===== src/rtl/gen_pipe_adder_pkg.sv =====
// Shared definitions for the segmented pipelined add/subtract unit.
// Holds operating-mode encodings and the depth helper.
package gen_pipe_pkg;

  localparam logic MODE_ADD = 1'b0;
  localparam logic MODE_SUB = 1'b1;

  // One pipeline stage per CHUNK-bit segment; a zero chunk degenerates to one stage.
  function automatic int stages(input int width, input int chunk);
    return (chunk > 0) ? width / chunk : 1;
  endfunction

endpackage


===== src/rtl/gen_pipe_adder_if.sv =====
// Streaming operand/result bundle for gen_pipe_adder.
// The slave modport is the adder side; the master modport is the source/sink side.
interface gen_pipe_adder_if #(
  parameter int WIDTH = 16
);
  logic             in_valid;
  logic             in_ready;
  logic             in_sub;
  logic [WIDTH-1:0] in_a;
  logic [WIDTH-1:0] in_b;
  logic             out_valid;
  logic             out_ready;
  logic [WIDTH-1:0] out_sum;
  logic             out_carry;

  modport master (
    output in_valid, in_sub, in_a, in_b, out_ready,
    input  in_ready, out_valid, out_sum, out_carry
  );

  modport slave (
    input  in_valid, in_sub, in_a, in_b, out_ready,
    output in_ready, out_valid, out_sum, out_carry
  );
endinterface


===== src/rtl/gen_pipe_adder_seg.sv =====
// One CHUNK-bit slice of the carry chain plus its stage register and stall logic.
// Operand fields arrive pre-shifted so the active segment is always in the low CHUNK bits.
module gen_pipe_seg #(
  parameter int WIDTH = 16,
  parameter int CHUNK = 4,
  parameter int IDX   = 0
) (
  input  logic             clk,
  input  logic             rst_n,
  input  logic             i_load_next,
  input  logic             i_valid,
  input  logic             i_carry,
  input  logic [WIDTH-1:0] i_sum,
  input  logic [WIDTH-1:0] i_a,
  input  logic [WIDTH-1:0] i_b,
  output logic             o_load,
  output logic             o_valid,
  output logic             o_carry,
  output logic [WIDTH-1:0] o_sum,
  output logic [WIDTH-1:0] o_a,
  output logic [WIDTH-1:0] o_b
);

  logic [CHUNK:0]   w_seg;
  logic             r_valid;
  logic             r_carry;
  logic [WIDTH-1:0] r_sum;
  logic [WIDTH-1:0] r_a;
  logic [WIDTH-1:0] r_b;

  assign w_seg  = {1'b0, i_a[CHUNK-1:0]} + {1'b0, i_b[CHUNK-1:0]} + {{CHUNK{1'b0}}, i_carry};
  // An empty stage always accepts, so bubbles are squeezed out behind a stall.
  assign o_load = !r_valid || i_load_next;

  always_ff @(posedge clk or negedge rst_n) begin
    if (!rst_n) begin
      r_valid <= 1'b0;
      r_carry <= 1'b0;
      r_sum   <= '0;
      r_a     <= '0;
      r_b     <= '0;
    end else if (o_load) begin
      r_valid <= i_valid;
      if (i_valid) begin
        r_carry <= w_seg[CHUNK];
        r_sum   <= i_sum | (WIDTH'(w_seg[CHUNK-1:0]) << (IDX * CHUNK));
        r_a     <= i_a >> CHUNK;
        r_b     <= i_b >> CHUNK;
      end
    end
  end

  assign o_valid = r_valid;
  assign o_carry = r_carry;
  assign o_sum   = r_sum;
  assign o_a     = r_a;
  assign o_b     = r_b;

endmodule


===== src/rtl/gen_pipe_adder.sv =====
// Pipelined WIDTH-bit add/subtract unit, one CHUNK-bit carry segment per stage,
// with a valid/ready stream interface and bubble-collapsing backpressure.
module gen_pipe_adder
  import gen_pipe_pkg::*;
#(
  parameter int WIDTH = 16,
  parameter int CHUNK = 4
) (
  input logic              clk,
  input logic              rst_n,
  gen_pipe_adder_if.slave  bus
);

  localparam int STAGES = stages(WIDTH, CHUNK);

  typedef struct packed {
    logic             valid;
    logic             carry;
    logic [WIDTH-1:0] sum;
    logic [WIDTH-1:0] a_hi;
    logic [WIDTH-1:0] b_hi;
  } stage_t;

  stage_t w_in;
  logic   w_load_last;
  logic   w_unused_hi;

  // Subtraction is a + ~b + 1, with the +1 fed in as the chain's carry-in.
  always_comb begin
    w_in       = '0;
    w_in.valid = bus.in_valid;
    w_in.carry = (bus.in_sub == MODE_SUB);
    w_in.a_hi  = bus.in_a;
    w_in.b_hi  = (bus.in_sub == MODE_SUB) ? ~bus.in_b : bus.in_b;
  end

  assign w_load_last = !bus.out_valid || bus.out_ready;

  for (genvar k = 0; k < STAGES; k++) begin : g_stage
    stage_t           w_prev;
    logic             w_load_next;
    logic             w_load;
    logic             w_valid;
    logic             w_carry;
    logic [WIDTH-1:0] w_sum;
    logic [WIDTH-1:0] w_a;
    logic [WIDTH-1:0] w_b;

    if (k == 0) begin : g_src_in
      assign w_prev = w_in;
    end else begin : g_src_prev
      assign w_prev = '{valid: g_stage[k-1].w_valid, carry: g_stage[k-1].w_carry,
                        sum:   g_stage[k-1].w_sum,   a_hi:  g_stage[k-1].w_a,
                        b_hi:  g_stage[k-1].w_b};
    end

    if (k == STAGES - 1) begin : g_ld_out
      assign w_load_next = w_load_last;
    end else begin : g_ld_next
      assign w_load_next = g_stage[k+1].w_load;
    end

    gen_pipe_seg #(
      .WIDTH (WIDTH),
      .CHUNK (CHUNK),
      .IDX   (k)
    ) u_seg (
      .clk         (clk),
      .rst_n       (rst_n),
      .i_load_next (w_load_next),
      .i_valid     (w_prev.valid),
      .i_carry     (w_prev.carry),
      .i_sum       (w_prev.sum),
      .i_a         (w_prev.a_hi),
      .i_b         (w_prev.b_hi),
      .o_load      (w_load),
      .o_valid     (w_valid),
      .o_carry     (w_carry),
      .o_sum       (w_sum),
      .o_a         (w_a),
      .o_b         (w_b)
    );
  end

  assign bus.in_ready  = g_stage[0].w_load;
  assign bus.out_valid = g_stage[STAGES-1].w_valid;
  assign bus.out_sum   = g_stage[STAGES-1].w_sum;
  assign bus.out_carry = g_stage[STAGES-1].w_carry;

  // Operand remainders leaving the last stage are always exhausted.
  assign w_unused_hi = ^{g_stage[STAGES-1].w_a, g_stage[STAGES-1].w_b};

endmodule


===== src/flat_wrapper.sv =====
// flat-port wrapper written by rule: the top's interface ports become plain ports
module gen_pipe_adder_flat import gen_pipe_pkg::*;
#(
  parameter int WIDTH = 16,
  parameter int CHUNK = 4
)
  (clk, rst_n, bus_in_valid, bus_in_sub, bus_in_a, bus_in_b, bus_out_ready, bus_in_ready, bus_out_valid, bus_out_sum, bus_out_carry);
  gen_pipe_adder_if #(.WIDTH(WIDTH)) bus_i ();
  input logic clk;
  input logic rst_n;
  input wire logic [$bits(bus_i.in_valid)-1:0] bus_in_valid;
  input wire logic [$bits(bus_i.in_sub)-1:0] bus_in_sub;
  input wire logic [$bits(bus_i.in_a)-1:0] bus_in_a;
  input wire logic [$bits(bus_i.in_b)-1:0] bus_in_b;
  input wire logic [$bits(bus_i.out_ready)-1:0] bus_out_ready;
  output wire logic [$bits(bus_i.in_ready)-1:0] bus_in_ready;
  output wire logic [$bits(bus_i.out_valid)-1:0] bus_out_valid;
  output wire logic [$bits(bus_i.out_sum)-1:0] bus_out_sum;
  output wire logic [$bits(bus_i.out_carry)-1:0] bus_out_carry;
  assign bus_i.in_valid = bus_in_valid;
  assign bus_i.in_sub = bus_in_sub;
  assign bus_i.in_a = bus_in_a;
  assign bus_i.in_b = bus_in_b;
  assign bus_i.out_ready = bus_out_ready;
  assign bus_in_ready = bus_i.in_ready;
  assign bus_out_valid = bus_i.out_valid;
  assign bus_out_sum = bus_i.out_sum;
  assign bus_out_carry = bus_i.out_carry;
  gen_pipe_adder #(.WIDTH(WIDTH), .CHUNK(CHUNK)) u_core (.clk(clk), .rst_n(rst_n), .bus(bus_i));
endmodule

===== config.mk =====
export PLATFORM = sky130hd
export DESIGN_NAME = gen_pipe_adder_flat
export DESIGN_NICKNAME = d
export VERILOG_FILES = /design/src/rtl/gen_pipe_adder_pkg.sv /design/src/rtl/gen_pipe_adder_if.sv /design/src/rtl/gen_pipe_adder_seg.sv /design/src/rtl/gen_pipe_adder.sv /design/src/flat_wrapper.sv
export SDC_FILE = /design/constraint.sdc
export NUM_CORES = 1
export LEC_CHECK = 0
export ABC_AREA = 1
export CORE_MARGIN = 2
export CORE_UTILIZATION = 45
export CTS_BUF_LIST = sky130_fd_sc_hd__clkbuf_2
export CTS_CLUSTER_DIAMETER = 200
export DETAILED_ROUTE_END_ITERATION = 10
export PLACE_DENSITY_LB_ADDON = 0.15
export RECOVER_POWER = 50
export SYNTH_ARGS = -nofsm -noshare
export SYNTH_HDL_FRONTEND = slang
export SYNTH_HIERARCHICAL = 1
export SYNTH_SLANG_ARGS = --single-unit

===== constraint.sdc =====
create_clock -name clk -period 2.1 [get_ports clk]
set_input_delay 0.42 -clock clk [delete_from_list [all_inputs] [get_ports clk]]
set_output_delay 0.42 -clock clk [all_outputs]
set_load 0.02 [all_outputs]

== Word-level counts from Yosys, hierarchy flattened ==
Cells that the tools add are included.
Storage, ports and cells
  register bits: 108
  latch bits: 0
  RAM bits: 0
  memory bits (read-only): 0
  input port bits: 37
  output and inout port bits: 19
  memories: 0
Cells by class
  add/subtract/negate cells: 8
  $mul: 0
  divide/modulo/power cells: 0
  magnitude comparators: 0
  equal/unequal tests: 0
  shift operators: 0
  multiplexer cells: 1
  bitwise gates (word level): 4
  reductions and logical operators: 13
Operators with widths (number)
  $add A4 B4 Y5: 4
  $add A5 B1 Y5: 4
  $mux W16: 1
  $not A16 Y16: 1
  $or A16 B12 Y16: 1
  $or A16 B16 Y16: 1
  $or A4 B8 Y8: 1
  $reduce_and A2 Y1: 4
  $logic_or A1 B1 Y1: 5
  $logic_not A1 Y1: 4

== Longest topological paths before layout ==
Gate-level depths: netlist of the first run.
  depth after elaboration: 7
  mapped depth: 15
  gate-level depth less buffers: 15

== By module ==
Netlist of the first run, hierarchy kept.
By module, submodules not included
  gen_pipe_seg: times used 4, cells each 211, area each 1834.3 sq um, sequential area each 1051.0 sq um
  gen_pipe_adder: times used 1, cells each 71, area each 304.0 sq um, sequential area each 0.0 sq um

== Worst setup path before layout of the first run ==
Ideal clock, no wire load.
  path kind: input to register
  from: in bus_in_sub
  to: reg u_core.g_stage[0].u_seg.r_sum[1]
  data arrival time: 1.652 ns
  slack: 0.366 ns
  cell stages on the path: 8
  path buffers: 1
  cell sequence: buf_6 > inv_8 > nand2_1 > nand2_1 > fa_1 > inv_1 > fa_1 > a31oi_1
RTL lines
  from (decl): line flat_wrapper.sv:12  | input wire logic [$bits(bus_i.in_sub)-1:0] bus_in_sub;
  to (signal assigned): line gen_pipe_adder_seg.sv:46  | r_sum <= i_sum | (WIDTH'(w_seg[CHUNK-1:0]) << (IDX * CHUNK));
  to (decl): line gen_pipe_adder_seg.sv:27  | logic [WIDTH-1:0] r_sum;

== Worst setup path in the final report of the first run ==
  from: reg u_core.g_stage[3].u_seg.r_valid
  to: out bus_in_ready
Between the ends
  cells in the longest elaborated chain, start to end: 6
Ends and longest elaborated chain
  from (decl): line gen_pipe_adder_seg.sv:25  | logic r_valid;
  from (signal assigned): line gen_pipe_adder_seg.sv:43  | r_valid <= i_valid;
  $logic_not A1 Y1 *: line gen_pipe_adder_seg.sv:33, gen_pipe_adder.sv:37
  $logic_or A1 B1 Y1: line gen_pipe_adder.sv:37  | assign w_load_last = !bus.out_valid || bus.out_ready;
  $logic_or A1 B1 Y1 *: line gen_pipe_adder_seg.sv:33  | assign o_load = !r_valid || i_load_next;
  named net u_core.g_stage[2].w_load_next: line gen_pipe_adder.sv:41  | logic w_load_next;
  $logic_or A1 B1 Y1 *: line gen_pipe_adder_seg.sv:33
  named net u_core.g_stage[1].w_load_next: line gen_pipe_adder.sv:41
  $logic_or A1 B1 Y1 *: line gen_pipe_adder_seg.sv:33
  named net u_core.g_stage[0].w_load_next: line gen_pipe_adder.sv:41
  $logic_or A1 B1 Y1 *: line gen_pipe_adder_seg.sv:33
  to (decl): line flat_wrapper.sv:16  | output wire logic [$bits(bus_i.in_ready)-1:0] bus_in_ready;
The timed path passes the listed nets; every way through them passes the cells marked *.

==> metrics.csv, run 1 <==
stage,metric,value,unit
timing,fin_crit,2080,ps
timing,setup_viol,0,
grt,first_global_vias,4181,
worst_hold_path,hold_end,u_core/g_stage[0].u_seg/o_a[9],
grt,grt_max_degree,44,
logic_synthesis,ys_warn_count,6,
die,start_util,46.5,%
power,power_density,1100,nW/um2
flow_run,maxCapViolations,0,
timing,whs,314,ps
clocking,clock_latency,630,ps
finish,areaGrowthSynthToFinish,20.4,%
clocking,cts.sinks,120,
routing,drc,0,
finish,num_antenna_cells,0,
timing,worst_pin_slew,1030,ps
worst_setup_path,critPathArrivalTime,1660,ps
finish,nets,832,
power,p_total,7.49,mW
placement,place.detailed.hpwl,8150,um
grt,grt_pass1_wl,19000,um
power,p_leak,3.84,nW
die,die_x,116,um
placement,place_inst,921,
power,peakVddDrop,0.527,mV
finish,seq_area,3000,um2
timing,rsz0062_at_grt,true,
clocking,path_clk_slew,160,ps
die,die_h,116,um
die,num_rows,40,
finish,final_common_cell,nand2_1,
timing,slew_viol_final,0,
clocking,cts-root-buf,clkbuf_2,
routing,drt-pass1-iter-count,4,
logic_synthesis,netlist_area,5630,um2
placement,portBuffers,55,
clocking,cts_tree,built,
logic_synthesis,syn_avg_cell_area,8.23,um2
finish,instances_no_fill,954,
worst_setup_path,r2r-end,u_core/g_stage[3].u_seg/o_sum[15],
routing,route.vias.total,4245,
worst_setup_path,path_max_fanout,3,
routing,drt_iter0_drc,233,
finish,layout_common_cells,"nand2_1 (362), dfrtp_1 (120), inv_1 (49)",
routing,avgRoutedWirePerCell,11.6,um
routing,ant_nets,0,
clocking,cts_buffers,17,
worst_setup_path,crit_path_end_kind,output port,
timing,finalCritPeriodShare,99.0,%
timing,timing.final.ws_setup,21.2,ps
run_status,status,completed,
worst_setup_path,critPathLaunchType,flip-flop,
timing,max-slew-margin-rel,31.1,%
worst_hold_path,hp-class,in -> reg,
clocking,cts_buffer_depth,2,
die,ios,56,
placement,pre_cts_ws,-280,ps
worst_setup_path,r2r_setup_slack,440,ps
worst_setup_path,r2r_start,u_core/g_stage[3].u_seg/o_valid,
worst_setup_path,worstSetupPathType,reg -> out,
finish,utilization,56.0,%
routing,routed_via_density,4.45,
clocking,htreeDepth,4,
worst_setup_path,reg2reg_depth,9,
timing,fmax,0.481,GHz
finish,multi_input_area,2220,um2
timing,skew,23.6,ps
die,die_area,13400,um2
routing,wl,11100,um
finish,layout-drive-gt1-share,10.1,%
finish,fillerInstances,1147,
logic_synthesis,syn_inst,685,
die,core,12100,um2
timing,hold_viol_final,0,
grt,antenna_found_initial,0,
grt,globalRouteTotalUtil,18.1,%
placement,gp_congestion,0.791,
grt,grt.overflow.total,0,
worst_setup_path,worstPathRequired,1680,ps
worst_hold_path,min-delay-start,bus_in_a[13],
worst_hold_path,hold_path_depth,3,
[per-stage QoR]
stage / instance area, um2 / setup TNS (ps)
2_1_floorplan: 5690 / 0
3_3_place_gp: 6500 / -900
3_5_place_dp: 6500 / -1040
4_1_cts: 6790 / -43.4
5_1_grt: 6780 / -132
6_report: 6780 / 0
[what timing repair did]
| action | CTS | global route |
|---|---|---|
| pin swaps | 0 | 1 |
| setup endpoints to repair | 8 | 12 |
| endpoints found under the hold margin | 40 | 0 |
| gates resized for setup | 13 | 12 |
| hold buffers | 1 | 0 |
| setup buffers | 2 | 0 |
[area by class of cell]
| class | count | share of cell area, % |
|---|---|---|
| Sequential cell | 120 | 44.3 |
| Tap cell | 168 | 3.10 |
| Timing Repair Buffer | 89 | 12.4 |
| Clock inverter | 12 | 2.69 |
| Clock buffer | 18 | 1.33 |
| Inverter | 58 | 3.49 |
| Multi-Input combinational cell | 489 | 32.8 |
[metal layers]
layer  vias to the layer above  share of wire (%)  GRT usage (%)
li1                       2216                  -              -
met1                      1933                 49           23.7
met2                        90                 46           29.8
met3                         6                4.2           4.71
met4                         0               0.90           5.48
met5                         -                  0              0
[sequential cells by signal, indices dropped and copies added (netlist names)]
name                          cells
u_core/g_stage.u_seg/o_a         24
u_core/g_stage.u_seg/o_valid      4
u_core/g_stage.u_seg/o_carry      4
u_core/g_stage.u_seg/o_b         24
u_core/g_stage.u_seg/o_sum       64
[report_power, final]
group	leakage (nW)	total, mW	internal [mW]	switching [mW]
clock	0.160	1.66	0.875	0.785
combinational	2.23	2.48	1.03	1.45
sequential	1.45	3.36	2.96	0.394
[how the worst max path moves through the flow]
stage	startpoint	endpoint	slack, ps	cells after the start
after global routing	u_core/g_stage[3].u_seg/o_valid	bus_in_ready	-130	10
after floorplan	bus_in_sub	u_core/g_stage[0].u_seg/o_sum[1]	370	8
after detailed placement	bus_out_ready	bus_in_ready	-280	12
final	u_core/g_stage[3].u_seg/o_valid	bus_in_ready	20	9
after global placement	bus_out_ready	bus_in_ready	-290	12
after CTS	u_core/g_stage[3].u_seg/o_valid	bus_in_ready	-40	9
[worst max-delay path: stages, from the launching register on]
cell,delay (ps)
dfrtp_1,430
buf_4,150
nand2_4,60
inv_2,40
nand2_4,60
inv_4,30
nand2_4,50
inv_2,40
nand2_4,50
buf_6,110
(Power assumes the default switching activity.)
==> run 2: changes to the inputs <==
CTS_CLUSTER_SIZE = 14   (was not set)
PLACE_DENSITY = 0.73   (was not set)
PLACE_DENSITY_LB_ADDON = not set   (was 0.15)
==> metrics.csv, run 2 (synthesis results as in run 1) <==
stage,metric,value,unit
run_status,status,completed,
flow_run,maxCapViolations,0,
worst_setup_path,critPathArrivalTime,1620,ps
grt,globalRouteTotalUtil,18.0,%
grt,first_global_vias,4315,
placement,place_inst,920,
worst_setup_path,worstPathRequired,1680,ps
timing,fmax,0.490,GHz
worst_setup_path,path_max_fanout,2,
grt,grt_pass1_wl,19000,um
timing,max-slew-margin-rel,26.3,%
routing,routed_via_density,4.50,
routing,route.vias.total,4293,
die,start_util,46.5,%
finish,areaGrowthSynthToFinish,17.9,%
routing,ant_nets,0,
placement,portBuffers,55,
placement,gp_congestion,0.833,
clocking,cts_buffer_depth,2,
timing,finalCritPeriodShare,97.2,%
placement,place.detailed.hpwl,8160,um
worst_setup_path,worstSetupPathType,reg -> out,
die,ios,56,
timing,whs,284,ps
clocking,htreeDepth,4,
power,p_leak,3.70,nW
die,die_h,116,um
routing,drc,0,
routing,drt_iter0_drc,255,
timing,hold_viol_final,0,
finish,layout_common_cells,"nand2_1 (362), dfrtp_1 (120), inv_1 (49)",
power,peakVddDrop,0.359,mV
finish,num_antenna_cells,0,
routing,wl,10900,um
clocking,cts-root-buf,clkbuf_2,
timing,slew_viol_final,0,
timing,rsz0062_at_grt,true,
grt,grt.overflow.total,0,
die,core,12100,um2
worst_setup_path,critPathLaunchType,flip-flop,
finish,largest_reg_flops,64,
timing,setup_viol,0,
timing,fin_crit,2040,ps
timing,skew,19.4,ps
die,die_area,13400,um2
die,num_rows,40,
power,power_density,1050,nW/um2
grt,antenna_found_initial,0,
worst_setup_path,crit_path_end_kind,output port,
grt,grt_max_degree,46,
clocking,cts.sinks,120,
worst_hold_path,hp-class,in -> reg,
routing,drt-pass1-iter-count,4,
routing,avgRoutedWirePerCell,11.5,um
finish,final_common_cell,nand2_1,
clocking,cts_tree,built,
finish,fillerInstances,1138,
clocking,path_clk_slew,170,ps
timing,worst_pin_slew,1110,ps
clocking,cts_buffers,17,
finish,instances_no_fill,954,
finish,nets,830,
die,die_x,116,um
timing,setup_tns,0,ps
finish,layout-drive-gt1-share,10.1,%
clocking,clock_latency,650,ps
run 2: cell type report:
class | instances | area (um2) | area share [%]
Sequential cell | 120 | 3000 | 45.2
Multi-Input combinational cell | 489 | 2220 | 33.5
Timing Repair Buffer | 87 | 790 | 11.9
Inverter | 58 | 234 | 3.52
Tap cell | 168 | 210 | 3.16
Clock buffer | 20 | 100 | 1.51
Clock inverter | 12 | 85.1 | 1.28
run 2: repair_timing:
item / in CTS / in global routing
cloned: 0 / 0
endpoints found under the setup margin: 19 / 1
endpoints found under the hold margin: 41 / 0
pin swaps: 0 / 0
resized for setup: 24 / 0
hold buffers: 1 / 0
buffers inserted: 1 / 0
run 2: metal layers:
metal / GRT usage [%] / vias to the layer above / wire length, um / share of wire, %
met5: 0 / - / 0 / 0
met4: 7.06 / 0 / 153 / 1.4
met3: 4.39 / 12 / 427 / 3.9
met2: 29.4 / 81 / 5050 / 46
met1: 23.4 / 1985 / 5310 / 49
li1: - / 2215 / - / -
run 2: report_power, final:
part / internal (mW) / switching (mW) / leakage, nW
sequential: 2.96 / 0.397 / 1.45
clock: 0.413 / 0.800 / 0.123
combinational: 0.956 / 1.43 / 2.13
total: 4.33 / 2.63 / 3.70
run 2: worst max-delay path, cell delays in order, from the launching register on:
cell and delay, ps:
dfrtp_1 400, buf_4 140, nand2_4 60, inv_2 40, nand2_4 50, inv_2 40, nand2_4 50, inv_2 40
nand2_4 50, buf_6 110
run 2: through the flow:
step,power [mW],instance area [um2],util (%),worst slack [ps]
floorplan,5.06,5690,-,366
global placement,5.83,6520,53.8,-267
detailed placement,5.94,6520,53.8,-251
CTS,7.06,6700,55.3,-16.2
global route,7.53,6650,54.9,-85.4
finish,6.96,6650,54.9,59.1
run 2: path summary, 6_finish.rpt:
check                                                          to                              from  slack, ps  cells after the start
worst max register to register  u_core/g_stage[3].u_seg/o_sum[15]   u_core/g_stage[3].u_seg/o_valid        360                      8
worst min-delay path               u_core/g_stage[0].u_seg/o_a[1]                       bus_in_a[5]        280                      3
max in group asynchronous         u_core/g_stage[2].u_seg/o_carry                             rst_n        340                      3
min in group asynchronous        u_core/g_stage[3].u_seg/o_sum[1]                             rst_n        500                      2
worst max-delay path                                 bus_in_ready   u_core/g_stage[3].u_seg/o_valid         60                      9
worst min register to register   u_core/g_stage[3].u_seg/o_sum[1]  u_core/g_stage[2].u_seg/o_sum[1]        490                      2
==> run 3: changes to the inputs <==
PLACE_DENSITY = not set   (was 0.73)
REMOVE_ABC_BUFFERS = 1   (was not set)
==> metrics.csv, run 3 (synthesis results as in run 1) <==
stage,metric,value,unit
grt,globalRouteTotalUtil,17.6,%
routing,drc,0,
worst_hold_path,hp-class,in -> reg,
worst_setup_path,critPathArrivalTime,1620,ps
worst_setup_path,path_buf_inv,5,
clocking,cts-root-buf,clkbuf_2,
power,power_frac_clock,19.9,%
grt,grt.overflow.total,0,
placement,place.detailed.hpwl,7560,um
grt,first_global_vias,4079,
routing,drt-pass1-iter-count,4,
worst_setup_path,cp-endpoint,bus_in_ready,
finish,nets,829,
routing,route.vias.total,4242,
flow_run,maxCapViolations,0,
routing,avgRoutedWirePerCell,11.3,um
power,p_leak,3.80,nW
routing,routed_via_density,4.45,
die,die_x,116,um
worst_setup_path,cp_slowest_cell,dfrtp_1,
power,p_seq_share,45.9,%
clocking,htreeDepth,4,
timing,fmax,0.490,GHz
power,p_total,7.28,mW
timing,skew,21.8,ps
timing,setup_viol,0,
worst_setup_path,r2r_start,u_core/g_stage[3].u_seg/o_valid,
timing,hold_viol_final,0,
timing,slew_viol_final,0,
routing,wl,10700,um
worst_setup_path,cp_top_family,flip-flops,
clocking,cts_buffers,17,
worst_setup_path,cpMostUsedCell,nand2_4,
power,p_sw,2.64,mW
worst_setup_path,cp_num_cells,9,
routing,ant_nets,0,
finish,stdcell_area,6750,um2
worst_setup_path,cp-startpoint,u_core/g_stage[3].u_seg/o_valid,
power,switching_share,36.2,%
finish,layout-drive-gt1-share,10.2,%
routing,drt_iter0_drc,222,
worst_setup_path,crit_path_end_kind,output port,
timing,max-slew-margin-rel,39.7,%
grt,grt_pass1_wl,18500,um
die,ios,56,
clocking,cts_buffer_depth,2,
timing,worst_pin_slew,905,ps
worst_setup_path,max_stage_delay,420,ps
worst_setup_path,worstSetupPathType,reg -> out,
finish,areaGrowthSynthToFinish,19.7,%
worst_setup_path,worstPathRequired,1680,ps
worst_setup_path,path_max_fanout,2,
clocking,clock_latency,630,ps
timing,finalCritPeriodShare,97.2,%
die,core,12100,um2
power,power_density,1080,nW/um2
die,num_rows,40,
finish,largest_reg_flops,64,
finish,final_common_cell,nand2_1,
power,intPower,4.64,mW
clocking,cts.sinks,120,
clocking,path_clk_slew,160,ps
power,peakVddDrop,0.279,mV
worst_setup_path,reg2reg_depth,8,
placement,portBuffers,55,
die,start_util,46.5,%
die,die_h,116,um
placement,gp_congestion,0.856,
clocking,cts_tree,built,
timing,rsz0062_at_grt,true,
worst_setup_path,r2r-end,u_core/g_stage[3].u_seg/o_sum[15],
die,die_area,13400,um2
worst_setup_path,path_cells,buf_4 -> nand2_4 -> inv_2 -> nand2_4 -> inv_2 -> nand2_4 -> inv_2 -> nand2_4 -> buf_6,
timing,fin_crit,2040,ps
finish,layout_common_cells,"nand2_1 (362), dfrtp_1 (120), inv_1 (49)",
run_status,status,completed,
worst_setup_path,critPathLaunchType,flip-flop,
placement,place_area,6510,um2
grt,antenna_found_initial,1,
grt,grt_max_degree,44,
power,power_frac_comb,34.2,%
worst_setup_path,r2r_setup_slack,150,ps
run 3: changes by cell type in the layout (fill, tap and decap cells not counted), sizes merged:
cell / before / now
clkinv: 9 / 8
clkinvlp: 3 / 2
bufinv: 1 / 3
clkbuf: 26 / 23
dlymetal6s2s: 0 / 8
diode: 0 / 1
dlygate4sd2: 18 / 10
buf: 27 / 29
run 3: tightest hold or removal path, cell delays in order:
cell,delay (ps)
clkdlybuf4s50_1,390
nand2_1,60
nand2_1,40
run 3: timing repair:
action                                  4_1_cts  5_1_grt
endpoints found under the setup margin       11        9
endpoints found under the hold margin        35        0
gates resized for setup                      16        8
buffers inserted                              1        0
hold buffers                                  1        0
cloned                                        0        0
run 3: worst min-delay path by stage:
stage | endpoint | slack, ps | from | cells after the start
after floorplan | u_core/g_stage[0].u_seg/o_a[0] | 120 | rst_n | 0
after global placement | u_core/g_stage[0].u_seg/o_a[0] | 420 | rst_n | 1
after detailed placement | u_core/g_stage[0].u_seg/o_a[0] | 430 | rst_n | 1
after CTS | u_core/g_stage[0].u_seg/o_a[0] | 230 | rst_n | 2
after global routing | u_core/g_stage[0].u_seg/o_a[7] | 220 | bus_in_a[11] | 3
final | u_core/g_stage[0].u_seg/o_a[3] | 310 | bus_in_a[7] | 3
run 3: metrics by stage:
stage	hold slack (ps)	instances	worst slack (ps)	TNS, ps	utilization [%]
6_report	309	954	58.7	0	55.7
4_1_cts	232	953	-24.3	-24.3	55.7
5_1_grt	219	954	-120	-164	55.7
2_1_floorplan	124	667	106	0	-
3_5_place_dp	426	919	-230	-876	53.8
3_3_place_gp	418	919	-242	-804	53.8
run 3: power by group through the flow:
stage	sequential [mW]	combinational [mW]	clock [mW]
after floorplan	3.54	1.35	0
after global placement	3.39	2.50	0
after detailed placement	3.41	2.57	0
after CTS	3.35	2.54	1.52
after global routing	3.42	2.83	1.63
final	3.34	2.49	1.45
run 3: area by class of cell:
cell class	instances	area, um2
Fill cell	1164	5370
Sequential cell	120	3000
Multi-Input combinational cell	489	2220
Timing Repair Buffer	86	840
Inverter	58	234
Tap cell	168	210
Clock inverter	12	133
Clock buffer	20	100
Antenna cell	1	2.50
run 3: routing by layer:
metal | part of all wire [%] | global-route usage, % | vias to the layer above
li1 | - | - | 2221
met1 | 48 | 23.0 | 1937
met2 | 46 | 28.7 | 78
met3 | 4.4 | 4.65 | 6
met4 | 0.81 | 6.11 | 0
met5 | 0 | 0 | -
